File: config.mk
export PLATFORM = sky130hd
export DESIGN_NAME = ltc_spi_master_flat
export DESIGN_NICKNAME = d
export VERILOG_FILES = /design/src/rtl/ltc_spi_master_if.sv /design/src/rtl/ltc_spi_master.sv /design/src/flat_wrapper.sv
export SDC_FILE = /design/constraint.sdc
export NUM_CORES = 1
export LEC_CHECK = 0
export ABC_CLOCK_PERIOD_IN_PS = 4400
export CAP_MARGIN = 15
export CORE_MARGIN = 3
export CORE_UTILIZATION = 56
export DETAILED_ROUTE_END_ITERATION = 8
export PLACE_DENSITY_LB_ADDON = 0.1
export SLEW_MARGIN = 20
export SYNTH_ARGS = -nofsm -noshare
export SYNTH_HDL_FRONTEND = slang
export SYNTH_SLANG_ARGS = --single-unit
File: constraint.sdc
create_clock -name clk -period 4.4 [get_ports clk]
set_clock_uncertainty 0.05 [all_clocks]
set_input_delay 0.44 -clock clk [delete_from_list [all_inputs] [get_ports clk]]
set_output_delay 0.44 -clock clk [all_outputs]
set_load 0.03 [all_outputs]
File: src/rtl/ltc_spi_master_if.sv
// Command/response bus between the temperature-monitor control FSM and the LTC2986 SPI master.
interface ltc_spi_master_if;
  logic [6:0][7:0] tx;
  logic [2:0]      spi_n;
  logic            spi_go;
  logic [6:0][7:0] rx;
  logic            spi_ok;
  logic [3:0]      ss_state;

  modport master (output tx, spi_n, spi_go, input rx, spi_ok, ss_state);
  modport slave  (input tx, spi_n, spi_go, output rx, spi_ok, ss_state);
endinterface

File: src/rtl/ltc_spi_master.sv
// Mode-0 SPI master: up to 7 bytes MSB-first per chip-select frame, MISO captured into rx bytes.
// States: IDLE=0 wait go | SETUP=1 cs_n low | LOW=2 sck low | HIGH=3 sck high | HOLD=4 cs hold | GAP=5 cs_n high
module ltc_spi_master #(
  parameter int CLK_DIV  = 6,
  parameter int CS_SETUP = 2,
  parameter int CS_HOLD  = 2,
  parameter int CS_IDLE  = 4
) (
  input  logic            clk,
  input  logic            rst_n,
  ltc_spi_master_if.slave bus,
  output logic            sck_o,
  output logic            mosi_o,
  input  logic            miso_i,
  output logic            cs_n_o
);

  typedef enum logic [3:0] {
    IDLE  = 4'd0,
    SETUP = 4'd1,
    LOW   = 4'd2,
    HIGH  = 4'd3,
    HOLD  = 4'd4,
    GAP   = 4'd5
  } state_t;

  state_t          state_q;
  logic [7:0]      cnt_q;
  logic [5:0]      bit_q;
  logic [2:0]      n_q;
  logic [54:0]     tx_sh_q;
  logic [6:0]      rx_sh_q;
  logic [6:0][7:0] rx_q;
  logic            sck_q;
  logic            mosi_q;
  logic            cs_n_q;
  logic            ok_q;

  logic       last_bit;
  logic [7:0] rx_byte_d;

  assign last_bit  = (bit_q == {n_q - 3'd1, 3'b111});
  assign rx_byte_d = {rx_sh_q, miso_i};

  assign sck_o        = sck_q;
  assign mosi_o       = mosi_q;
  assign cs_n_o       = cs_n_q;
  assign bus.rx       = rx_q;
  assign bus.spi_ok   = ok_q;
  assign bus.ss_state = state_q;

  always_ff @(posedge clk or negedge rst_n) begin
    if (!rst_n) begin
      state_q <= IDLE;
      cnt_q   <= 8'd0;
      bit_q   <= 6'd0;
      n_q     <= 3'd0;
      tx_sh_q <= '0;
      rx_sh_q <= '0;
      rx_q    <= '0;
      sck_q   <= 1'b0;
      mosi_q  <= 1'b0;
      cs_n_q  <= 1'b1;
      ok_q    <= 1'b0;
    end else begin
      ok_q <= 1'b0;
      case (state_q)
        IDLE: begin
          if (bus.spi_go && bus.spi_n != 3'd0) begin
            state_q <= SETUP;
            n_q     <= bus.spi_n;
            // MSB of tx0 goes straight to mosi; the rest waits in the shifter
            tx_sh_q <= {bus.tx[0][6:0], bus.tx[1], bus.tx[2], bus.tx[3],
                        bus.tx[4], bus.tx[5], bus.tx[6]};
            mosi_q  <= bus.tx[0][7];
            bit_q   <= 6'd0;
            cnt_q   <= 8'(CS_SETUP - 1);
            cs_n_q  <= 1'b0;
          end
        end
        SETUP: begin
          if (cnt_q == 8'd0) begin
            state_q <= LOW;
            cnt_q   <= 8'(CLK_DIV - 1);
          end else begin
            cnt_q <= cnt_q - 8'd1;
          end
        end
        LOW: begin
          if (cnt_q == 8'd0) begin
            state_q <= HIGH;
            cnt_q   <= 8'(CLK_DIV - 1);
            sck_q   <= 1'b1;
            rx_sh_q <= rx_byte_d[6:0];
            for (int k = 0; k < 7; k++) begin
              if (bit_q[2:0] == 3'd7 && bit_q[5:3] == 3'(k)) rx_q[k] <= rx_byte_d;
            end
          end else begin
            cnt_q <= cnt_q - 8'd1;
          end
        end
        HIGH: begin
          if (cnt_q == 8'd0) begin
            sck_q <= 1'b0;
            if (last_bit) begin
              state_q <= HOLD;
              cnt_q   <= 8'(CS_HOLD - 1);
            end else begin
              state_q <= LOW;
              cnt_q   <= 8'(CLK_DIV - 1);
              bit_q   <= bit_q + 6'd1;
              mosi_q  <= tx_sh_q[54];
              tx_sh_q <= {tx_sh_q[53:0], 1'b0};
            end
          end else begin
            cnt_q <= cnt_q - 8'd1;
          end
        end
        HOLD: begin
          if (cnt_q == 8'd0) begin
            state_q <= GAP;
            cnt_q   <= 8'(CS_IDLE - 1);
            cs_n_q  <= 1'b1;
            mosi_q  <= 1'b0;
          end else begin
            cnt_q <= cnt_q - 8'd1;
          end
        end
        GAP: begin
          if (cnt_q == 8'd0) begin
            state_q <= IDLE;
            ok_q    <= 1'b1;
          end else begin
            cnt_q <= cnt_q - 8'd1;
          end
        end
        default: begin
          state_q <= IDLE;
          cnt_q   <= 8'd0;
          sck_q   <= 1'b0;
          mosi_q  <= 1'b0;
          cs_n_q  <= 1'b1;
        end
      endcase
    end
  end

endmodule

File: src/flat_wrapper.sv
// flat-port wrapper written by rule: the top's interface ports become plain ports
module ltc_spi_master_flat 
#(
  parameter int CLK_DIV  = 6,
  parameter int CS_SETUP = 2,
  parameter int CS_HOLD  = 2,
  parameter int CS_IDLE  = 4
)
  (clk, rst_n, sck_o, mosi_o, miso_i, cs_n_o, bus_tx, bus_spi_n, bus_spi_go, bus_rx, bus_spi_ok, bus_ss_state);
  ltc_spi_master_if bus_i ();
  input  logic clk;
  input  logic rst_n;
  output logic sck_o;
  output logic mosi_o;
  input  logic miso_i;
  output logic cs_n_o;
  input wire logic [$bits(bus_i.tx)-1:0] bus_tx;
  input wire logic [$bits(bus_i.spi_n)-1:0] bus_spi_n;
  input wire logic [$bits(bus_i.spi_go)-1:0] bus_spi_go;
  output wire logic [$bits(bus_i.rx)-1:0] bus_rx;
  output wire logic [$bits(bus_i.spi_ok)-1:0] bus_spi_ok;
  output wire logic [$bits(bus_i.ss_state)-1:0] bus_ss_state;
  assign bus_i.tx = bus_tx;
  assign bus_i.spi_n = bus_spi_n;
  assign bus_i.spi_go = bus_spi_go;
  assign bus_rx = bus_i.rx;
  assign bus_spi_ok = bus_i.spi_ok;
  assign bus_ss_state = bus_i.ss_state;
  ltc_spi_master #(.CLK_DIV(CLK_DIV), .CS_SETUP(CS_SETUP), .CS_HOLD(CS_HOLD), .CS_IDLE(CS_IDLE)) u_core (.clk(clk), .rst_n(rst_n), .bus(bus_i), .sck_o(sck_o), .mosi_o(mosi_o), .miso_i(miso_i), .cs_n_o(cs_n_o));
endmodule
==> reports/qor_table.md, run 1 <==
| Step | Quantity | Reported |
| --- | --- | --- |
| status | Result of the run | finished, final reports clean |
| placement | Routability congestion estimate | 0.866 |
| sta | RSZ-0062 raised after global routing | no |
| cells and area | Total area of multi-input combinational cells | 0.00261 mm^2 |
| cts | Clock-pin slew reported for the worst setup and hold paths after clock tree synthesis | 0.06 ns |
| global routing | Initial antenna violation count | 0 |
| run | # Max-Cap Violations | 0 |
| die | DIE WIDTH | 112 um |
| die | Number of placement rows | 38 |
| global routing | Wire length of the first global-routing pass | 22500 um |
| synth | Cell area after synthesis | 0.00631 mm^2 |
| sta | Achievable clock frequency | 328 MHz |
| synth | Register area share after synthesis | 56.3% |
| cts | Clock Latency Late Sink | 0.41 ns |
| cells and area | P&R area growth vs syn | 30.4% |
| power | Leakage power summed over all cells | 0.00382 uW |
| sta | Max-Slew Margin vs Limit | 32.4% |
| route | Router iterations before antenna repair | 4 |
| route | Routed len/inst | 16.6 um |
| cells and area | Number of antenna diodes | 0 |
| cts | # hold bufs at CTS | 0 |
| cts | Number of instances resized during post-cts repair | 0 |
| route | Vias per cell | 5.45 |
| worst setup path | CP Launch Point | u_core.bus.ss_state[2] |
| cts | # clock sinks | 142 |
| placement | Placed Cells | 780 |
| cells and area | Net count, final | 727 |
| cells and area | Register area | 0.00355 mm^2 |
| synth | Synthesis warning total | 0 |
| synth | Top cells by area in the synthesized netlist | sky130_fd_sc_hd__dfrtp_1, sky130_fd_sc_hd__mux2_2, sky130_fd_sc_hd__mux2i_1, sky130_fd_sc_hd__o21ai_0, sky130_fd_sc_hd__nand2_1 |
| cts | Post-CTS setup-driven buffer insertion count | 0 |
| power | Total power density per cell area | 562 mW/mm^2 |
| synth | Average size of a mapped cell | 11.7 um^2 |
| synth | Nets in the synthesized netlist | 609 |
| worst setup path | Maximum fanout count along the critical path | 47 |
| route | Total DRC errors in the routed layout | 0 |
| synth | Synthesis-stage register bit count | 142 |
| synth | Predominant post-synthesis flop cell | sky130_fd_sc_hd__dfrtp_1 |
| worst setup path | Setup Crit Path Kind | reg2reg |
| power | Tot Pwr | 4630 uW |
| cells and area | Number of fill cells | 761 |
| hold path | Class of the worst hold path | in2async |
| sta | Final-layout worst hold slack | 0.0884 ns |
| sta | Actual transition at the worst max-transition pin | 1.01 ns |
| route | Initial drt markers | 254 |
| cells and area | Utilization after layout | 75.3% |
| route | Number of vias in the routed layout | 4426 |
| die | Top-level port count | 127 |
| worst setup path | Type of element capturing the critical path | flip-flop |
| placement | # port buffers | 125 |
| placement | Placed wire-length estimate | 9150 um |
| worst setup path | Critical Path Source Type | flip-flop |
| global routing | Via count of the first global-routing pass | 4382 |
| cts | Maximum clock path buffer count | 2 |
| die | Y dimension of the die | 112 um |
| sta | Final-report setup violation count | 0 |
| synth | Fraction of synthesized cell area taken by the top area cell type | 55.9% |
| power | Worst vdd rail ir drop | 0.000419 V |
| die | Die outline area | 0.0126 mm^2 |
| sta | Clock period minus worst slack | 3.05 ns |
| cts | Buffer cell driving the clock tree root | sky130_fd_sc_hd__clkbuf_16 |
| route | Wire length reported by the detailed router | 13500 um |
| sta | Number of slew-limit violations in the final report | 0 |
| sta | Sum of negative setup slack | 0 ns |
| cells and area | Non-filler cells in the finished layout | 812 |
| cells and area | Share of layout cells above drive strength 1 | 14.6% |
| synth | Synth cell types | 52 |
| synth | Synthesized instance count | 541 |
| cts | Inserted Clock Buffers | 17 |
| global routing | Largest net degree at the start of global routing | 116 |
| route | Antenna Violating Nets Remaining | 0 |
| sta | Fin crit share | 69.4% |
| synth | Post-synthesis async set-or-reset flop share | 100% |
| synth | Top cell type by total area after synthesis | sky130_fd_sc_hd__dfrtp_1 |
| synth | EDFF count, synth | 0 |
| worst setup path | Start of the worst register-to-register path | u_core.bus.ss_state[2] |
| worst setup path | Critical path data arrival time | 3.29 ns |
| worst setup path | Req. time, crit path | 4.64 ns |
| cts | Clock tree from TritonCTS | yes |
| global routing | Overall Global Routing Usage | 22.4% |
| die | Initial core utilization | 57.7% |
| die | Placeable core area | 0.0109 mm^2 |
| sta | Final number of hold-violating endpoints | 0 |
| cts | Clock H-tree levels | 4 |
| worst setup path | Cell count of the worst reg-to-reg path | 5 |
| global routing | Global-route congestion overflow total | 0 |
## synth_stat cells, types with 2 or more instances
cell type	n
sky130_fd_sc_hd__dfrtp_1	141
sky130_fd_sc_hd__nand2_1	75
sky130_fd_sc_hd__o21ai_0	64
sky130_fd_sc_hd__mux2_2	56
sky130_fd_sc_hd__mux2i_1	53
sky130_fd_sc_hd__nor2_1	17
sky130_fd_sc_hd__buf_2	13
sky130_fd_sc_hd__clkbuf_1	12
sky130_fd_sc_hd__nor3_1	10
sky130_fd_sc_hd__xor2_1	9
sky130_fd_sc_hd__inv_1	8
sky130_fd_sc_hd__mux2_1	8
sky130_fd_sc_hd__a21oi_1	7
sky130_fd_sc_hd__ha_1	5
sky130_fd_sc_hd__nand3_1	5
sky130_fd_sc_hd__nand4_1	4
sky130_fd_sc_hd__buf_1	3
sky130_fd_sc_hd__nand2b_1	3
sky130_fd_sc_hd__nor2b_1	3
sky130_fd_sc_hd__o22ai_1	3
sky130_fd_sc_hd__o31ai_1	3
sky130_fd_sc_hd__a211oi_1	2
sky130_fd_sc_hd__a221oi_1	2
sky130_fd_sc_hd__and2_1	2
sky130_fd_sc_hd__buf_4	2
sky130_fd_sc_hd__nand2_2	2
sky130_fd_sc_hd__nand3_2	2
sky130_fd_sc_hd__nor4b_1	2
sky130_fd_sc_hd__xnor2_1	2
## per-stage QoR
stage	worst slack, ns	instance area, um^2
after floorplan	2.16	6310
after global placement	1.40	7660
after detailed placement	1.34	7660
after CTS	1.35	8230
after global routing	1.03	8230
final	1.35	8230
## layout by cell type (no fill, tap or decap), types with 2 or more instances in the layout
master / instances
sky130_fd_sc_hd__a211oi_1: 2
sky130_fd_sc_hd__a21oi_1: 7
sky130_fd_sc_hd__a221oi_1: 2
sky130_fd_sc_hd__and2_1: 2
sky130_fd_sc_hd__buf_4: 3
sky130_fd_sc_hd__bufinv_16: 2
sky130_fd_sc_hd__clkbuf_1: 5
sky130_fd_sc_hd__clkbuf_16: 17
sky130_fd_sc_hd__clkbuf_8: 4
sky130_fd_sc_hd__clkdlybuf4s50_1: 124
sky130_fd_sc_hd__clkinv_2: 5
sky130_fd_sc_hd__dfrtp_1: 141
sky130_fd_sc_hd__ha_1: 5
sky130_fd_sc_hd__inv_1: 8
sky130_fd_sc_hd__mux2_1: 8
sky130_fd_sc_hd__mux2_2: 56
sky130_fd_sc_hd__mux2i_1: 53
sky130_fd_sc_hd__nand2_1: 75
sky130_fd_sc_hd__nand2_2: 2
sky130_fd_sc_hd__nand2b_1: 3
sky130_fd_sc_hd__nand3_1: 5
sky130_fd_sc_hd__nand3_2: 2
sky130_fd_sc_hd__nand4_1: 4
sky130_fd_sc_hd__nor2_1: 17
sky130_fd_sc_hd__nor2b_1: 3
sky130_fd_sc_hd__nor3_1: 10
sky130_fd_sc_hd__nor4b_1: 2
sky130_fd_sc_hd__o21ai_0: 64
sky130_fd_sc_hd__o22ai_1: 2
sky130_fd_sc_hd__o31ai_1: 3
sky130_fd_sc_hd__xnor2_1: 2
sky130_fd_sc_hd__xor2_1: 9
## report_power, final
| part | switching (uW) | internal [uW] |
|---|---|---|
| Clock | 507 | 875 |
| Sequential | 259 | 1630 |
| Combinational | 724 | 637 |
## final cells by class
type / count / share of cell area [%]
Tap cell: 140 / 2.13
Multi-Input combinational cell: 361 / 31.7
Sequential cell: 142 / 43.2
Inverter: 8 / 0.365
Timing Repair Buffer: 129 / 15.8
Clock inverter: 7 / 1.03
Clock buffer: 25 / 5.90
## registers in the layout, indices dropped and copies added (netlist names)
signal / flops
u_core.bit_q: 6
u_core.bus.rx: 56
u_core.bus.spi_ok: 1
u_core.bus.ss_state: 3
u_core.cnt_q: 8
u_core.cs_n_o: 1
u_core.mosi_o: 1
u_core.n_q: 3
u_core.rx_sh_q: 7
u_core.sck_o: 1
u_core.tx_sh_q: 55
## per-layer routing
layer	global-route usage, %	share of wire [%]	wire, um
met5	0	0	0
met4	6.65	0.96	130
met3	6.20	5.4	733
met2	36.8	50	6700
met1	29.6	44	5920
## logic make-up after synthesis
family / Yosys count / synth area share (%)
flip-flops: 142 / 56.3
AND/OR/NAND/NOR: 136 / 10.3
multiplexers: 117 / 19.8
AO/OA/AOI/OAI: 90 / 8.01
buffers and inverters: 38 / 2.64
XOR/XNOR: 12 / 1.88
adder cells (fa/ha/maj): 5 / 0.991
other: 1 / 0.0594
## worst paths after layout
| kind | to | slack [ns] |
|---|---|---|
| setup / recovery | u_core.tx_sh_q[23] | 1.35 |
| hold / removal | u_core.bus.ss_state[0] | 0.09 |
| setup reg to reg | u_core.tx_sh_q[23] | 1.35 |
| hold reg to reg | u_core.tx_sh_q[44] | 0.43 |
| max in group asynchronous | u_core.bus.rx[11] | 3.26 |
| min in group clk | u_core.tx_sh_q[44] | 0.43 |
## worst max-delay path, stage by stage, from the launching register on
cell and delay [ns]:
sky130_fd_sc_hd__dfrtp_1 0.66, sky130_fd_sc_hd__nand3b_1 0.71, sky130_fd_sc_hd__nor3_2 0.18, sky130_fd_sc_hd__o22ai_4 0.80, sky130_fd_sc_hd__buf_4 0.37, sky130_fd_sc_hd__o21ai_0 0.13
(Power assumes the default switching activity.)
==> run 2, diff against run 1 <==
--- a/config.mk
+++ b/config.mk
@@ -5,10 +5,10 @@
 export SDC_FILE = /design/constraint.sdc
 export NUM_CORES = 1
 export LEC_CHECK = 0
-export ABC_CLOCK_PERIOD_IN_PS = 4400
+export ABC_CLOCK_PERIOD_IN_PS = 2700
 export CAP_MARGIN = 15
 export CORE_MARGIN = 3
-export CORE_UTILIZATION = 56
+export CORE_UTILIZATION = 47
 export DETAILED_ROUTE_END_ITERATION = 8
 export PLACE_DENSITY_LB_ADDON = 0.1
 export SLEW_MARGIN = 20
==> constraint.sdc (replaced) <==
create_clock -name clk -period 2.7 [get_ports clk]
set_clock_uncertainty 0.05 [all_clocks]
set_input_delay 0.27 -clock clk [delete_from_list [all_inputs] [get_ports clk]]
set_output_delay 0.27 -clock clk [all_outputs]
set_load 0.03 [all_outputs]
==> reports/qor_table.md, run 2 (synthesis gave the netlist of run 1 again) <==
| Step | Quantity | Reported | vs previous |
| --- | --- | --- | --- |
| placement | Placed Cells | 821 | was 780 |
| route | Detailed-routed wire length on met2 | 6490 um | was 6700 um |
| sta | Actual transition at the worst max-transition pin | 0.717 ns | was 1.01 ns |
| cells and area | Flip-flop count of the largest register after layout | 56 | unchanged |
| cts | Clock Latency Late Sink | 0.41 ns | about the same |
| cells and area | Number of fill cells | 1028 | was 761 |
| global routing | Initial antenna violation count | 0 | unchanged |
| cells and area | Most common library cell in the layout ignoring fill and taps | sky130_fd_sc_hd__dfrtp_1 | unchanged |
| cts | Clock H-tree levels | 4 | unchanged |
| power | Leakage power summed over all cells | 0.00386 uW | was 0.00382 uW |
| status | Result of the run | finished, final reports clean | unchanged |
| power | Worst vdd rail ir drop | 0.000504 V | was 0.000419 V |
| cells and area | Number of antenna diodes | 0 | unchanged |
| global routing | Largest net degree at the start of global routing | 115 | was 116 |
| global routing | Wire length of the first global-routing pass | 22100 um | was 22500 um |
| cells and area | Commonest non-fill, non-tap cells in the layout | sky130_fd_sc_hd__dfrtp_1, sky130_fd_sc_hd__clkdlybuf4s50_1, sky130_fd_sc_hd__nand2_1 | unchanged |
| placement | Routability congestion estimate | 0.907 | was 0.866 |
| global routing | Overall Global Routing Usage | 19.0% | was 22.4% |
| run | # Max-Cap Violations | 0 | unchanged |
| die | Placeable core area | 0.0129 mm^2 | was 0.0109 mm^2 |
| die | Y dimension of the die | 122 um | was 112 um |
| cells and area | Net count, final | 737 | was 727 |
| cts | Buffer cell driving the clock tree root | sky130_fd_sc_hd__clkbuf_16 | unchanged |
| route | Routed len/inst | 15.7 um | was 16.6 um |
| sta | Fin crit share | 91.5% | was 69.4% |
| worst setup path | Critical path data arrival time | 2.69 ns | was 3.29 ns |
| sta | Clock period minus worst slack | 2.47 ns | was 3.05 ns |
| cts | Maximum clock path buffer count | 2 | unchanged |
| placement | Placed wire-length estimate | 9400 um | was 9150 um |
| sta | Final-report setup violation count | 0 | unchanged |
| route | Vias per cell | 5.21 | was 5.45 |
| worst setup path | Register-to-register path setup slack | 0.23 ns | was 1.35 ns |
| cells and area | P&R area growth vs syn | 32.2% | was 30.4% |
| die | Top-level port count | 127 | unchanged |
| placement | # port buffers | 125 | unchanged |
| worst setup path | Setup Crit Path Kind | reg2reg | unchanged |
| cts | Inserted Clock Buffers | 17 | unchanged |
| route | Router iterations before antenna repair | 4 | unchanged |
| die | DIE WIDTH | 122 um | was 112 um |
| worst setup path | Req. time, crit path | 2.92 ns | was 4.64 ns |
| route | Met3 wire length | 749 um | was 733 um |
| worst setup path | Cell count of the worst reg-to-reg path | 8 | was 5 |
| sta | Sum of negative setup slack | 0 ns | unchanged |
| sta | Number of slew-limit violations in the final report | 0 | unchanged |
| route | Antenna Violating Nets Remaining | 0 | unchanged |
| cts | Clock-pin slew reported for the worst setup and hold paths after clock tree synthesis | 0.06 ns | about the same |
| die | Die outline area | 0.0149 mm^2 | was 0.0126 mm^2 |
| sta | Achievable clock frequency | 405 MHz | was 328 MHz |
| route | Wire length reported by the detailed router | 13400 um | was 13500 um |
| global routing | Global-route congestion overflow total | 0 | unchanged |
| worst setup path | Type of element capturing the critical path | flip-flop | unchanged |
| die | Initial core utilization | 49.0% | was 57.7% |
| cells and area | Non-filler cells in the finished layout | 854 | was 812 |
| route | Number of vias in the routed layout | 4449 | was 4426 |
| cts | Clock tree from TritonCTS | yes | unchanged |
| cts | Post-CTS setup-driven buffer insertion count | 0 | unchanged |
| die | Number of placement rows | 41 | was 38 |
| worst setup path | Critical Path Source Type | flip-flop | unchanged |
| cells and area | Share of layout cells above drive strength 1 | 15.8% | was 14.6% |
| worst setup path | Start of the worst register-to-register path | u_core.cnt_q[0] | was u_core.bus.ss_state[2] |
| power | Total power density per cell area | 893 mW/mm^2 | was 562 mW/mm^2 |
| sta | Final number of hold-violating endpoints | 0 | unchanged |
| hold path | Class of the worst hold path | in2async | unchanged |
| sta | Max-Slew Margin vs Limit | 52.2% | was 32.4% |
| route | Initial drt markers | 233 | was 254 |
| cts | # clock sinks | 142 | unchanged |
| route | Total DRC errors in the routed layout | 0 | unchanged |
| worst setup path | Maximum fanout count along the critical path | 114 | was 47 |
| sta | RSZ-0062 raised after global routing | no | unchanged |
| global routing | Via count of the first global-routing pass | 4397 | was 4382 |
| worst setup path | Worst reg2reg path endpoint | u_core.tx_sh_q[42] | was u_core.tx_sh_q[23] |
| route | Top metal layer carrying routed signals | met4 | unchanged |
| route | Met1 wire length | 5970 um | was 5920 um |
## run 2: worst max-delay path by stage
stage	startpoint	slack [ns]	cells after the start	endpoint
4_1_cts	u_core.cnt_q[0]	0.23	8	u_core.tx_sh_q[42]
6_report	u_core.cnt_q[0]	0.23	8	u_core.tx_sh_q[42]
2_1_floorplan	u_core.cnt_q[0]	0.46	9	u_core.tx_sh_q[10]
3_3_place_gp	u_core.cnt_q[2]	0.30	5	u_core.bus.rx[42]
3_5_place_dp	u_core.cnt_q[0]	0.26	8	u_core.tx_sh_q[22]
5_1_grt	u_core.cnt_q[0]	0.06	8	u_core.tx_sh_q[42]
## run 2: what timing repair did
| action | CTS | global route |
|---|---|---|
| hold endpoints to repair | 72 | 0 |
| resized for setup | 0 | 0 |
| hold buffers | 1 | 0 |
## run 2: power breakdown
| part | switching [uW] | internal, uW | leakage, uW |
|---|---|---|---|
| Clock | 829 | 1290 | 0.000270 |
| Sequential | 390 | 2650 | 0.00186 |
| Combinational | 1210 | 1080 | 0.00173 |
| Total | 2430 | 5020 | 0.00386 |
## run 2: worst max-delay path, stage by stage (launching register included)
cell and delay [ns]:
sky130_fd_sc_hd__dfrtp_1 0.43, sky130_fd_sc_hd__inv_1 0.14, sky130_fd_sc_hd__ha_1 0.21, sky130_fd_sc_hd__or4b_4 0.50, sky130_fd_sc_hd__nor3_2 0.37, sky130_fd_sc_hd__o22ai_4 0.14, sky130_fd_sc_hd__buf_12 0.23, sky130_fd_sc_hd__nand2_1 0.13
sky130_fd_sc_hd__o21ai_0 0.09
## run 2: stage by stage
stage | cell area [um^2] | utilization, % | hold slack, ns | worst slack, ns | total power [uW]
global placement | 7790 | 60.5 | 0.301 | 0.296 | 5280
floorplan | 6310 | - | -0.0756 | 0.456 | 4720
detailed placement | 7790 | 60.5 | 0.305 | 0.258 | 5370
finish | 8350 | 64.8 | 0.401 | 0.230 | 7450
CTS | 8350 | 64.8 | 0.412 | 0.233 | 7530
global route | 8350 | 64.8 | 0.435 | 0.0632 | 7960
## run 2: layout make-up
cell class | count | area [um^2] | area share [%]
Sequential cell | 142 | 3550 | 42.6
Multi-Input combinational cell | 361 | 2610 | 31.2
Timing Repair Buffer | 139 | 1400 | 16.7
Clock buffer | 26 | 509 | 6.10
Tap cell | 172 | 215 | 2.58
Clock inverter | 6 | 32.5 | 0.390
Inverter | 8 | 30.0 | 0.360
## run 2: layer usage
layer | GRT usage (%) | up-vias
li1 | - | 2163
met1 | 24.8 | 2159
met2 | 30.6 | 108
met3 | 5.25 | 19
met4 | 6.93 | 0
met5 | 0 | -
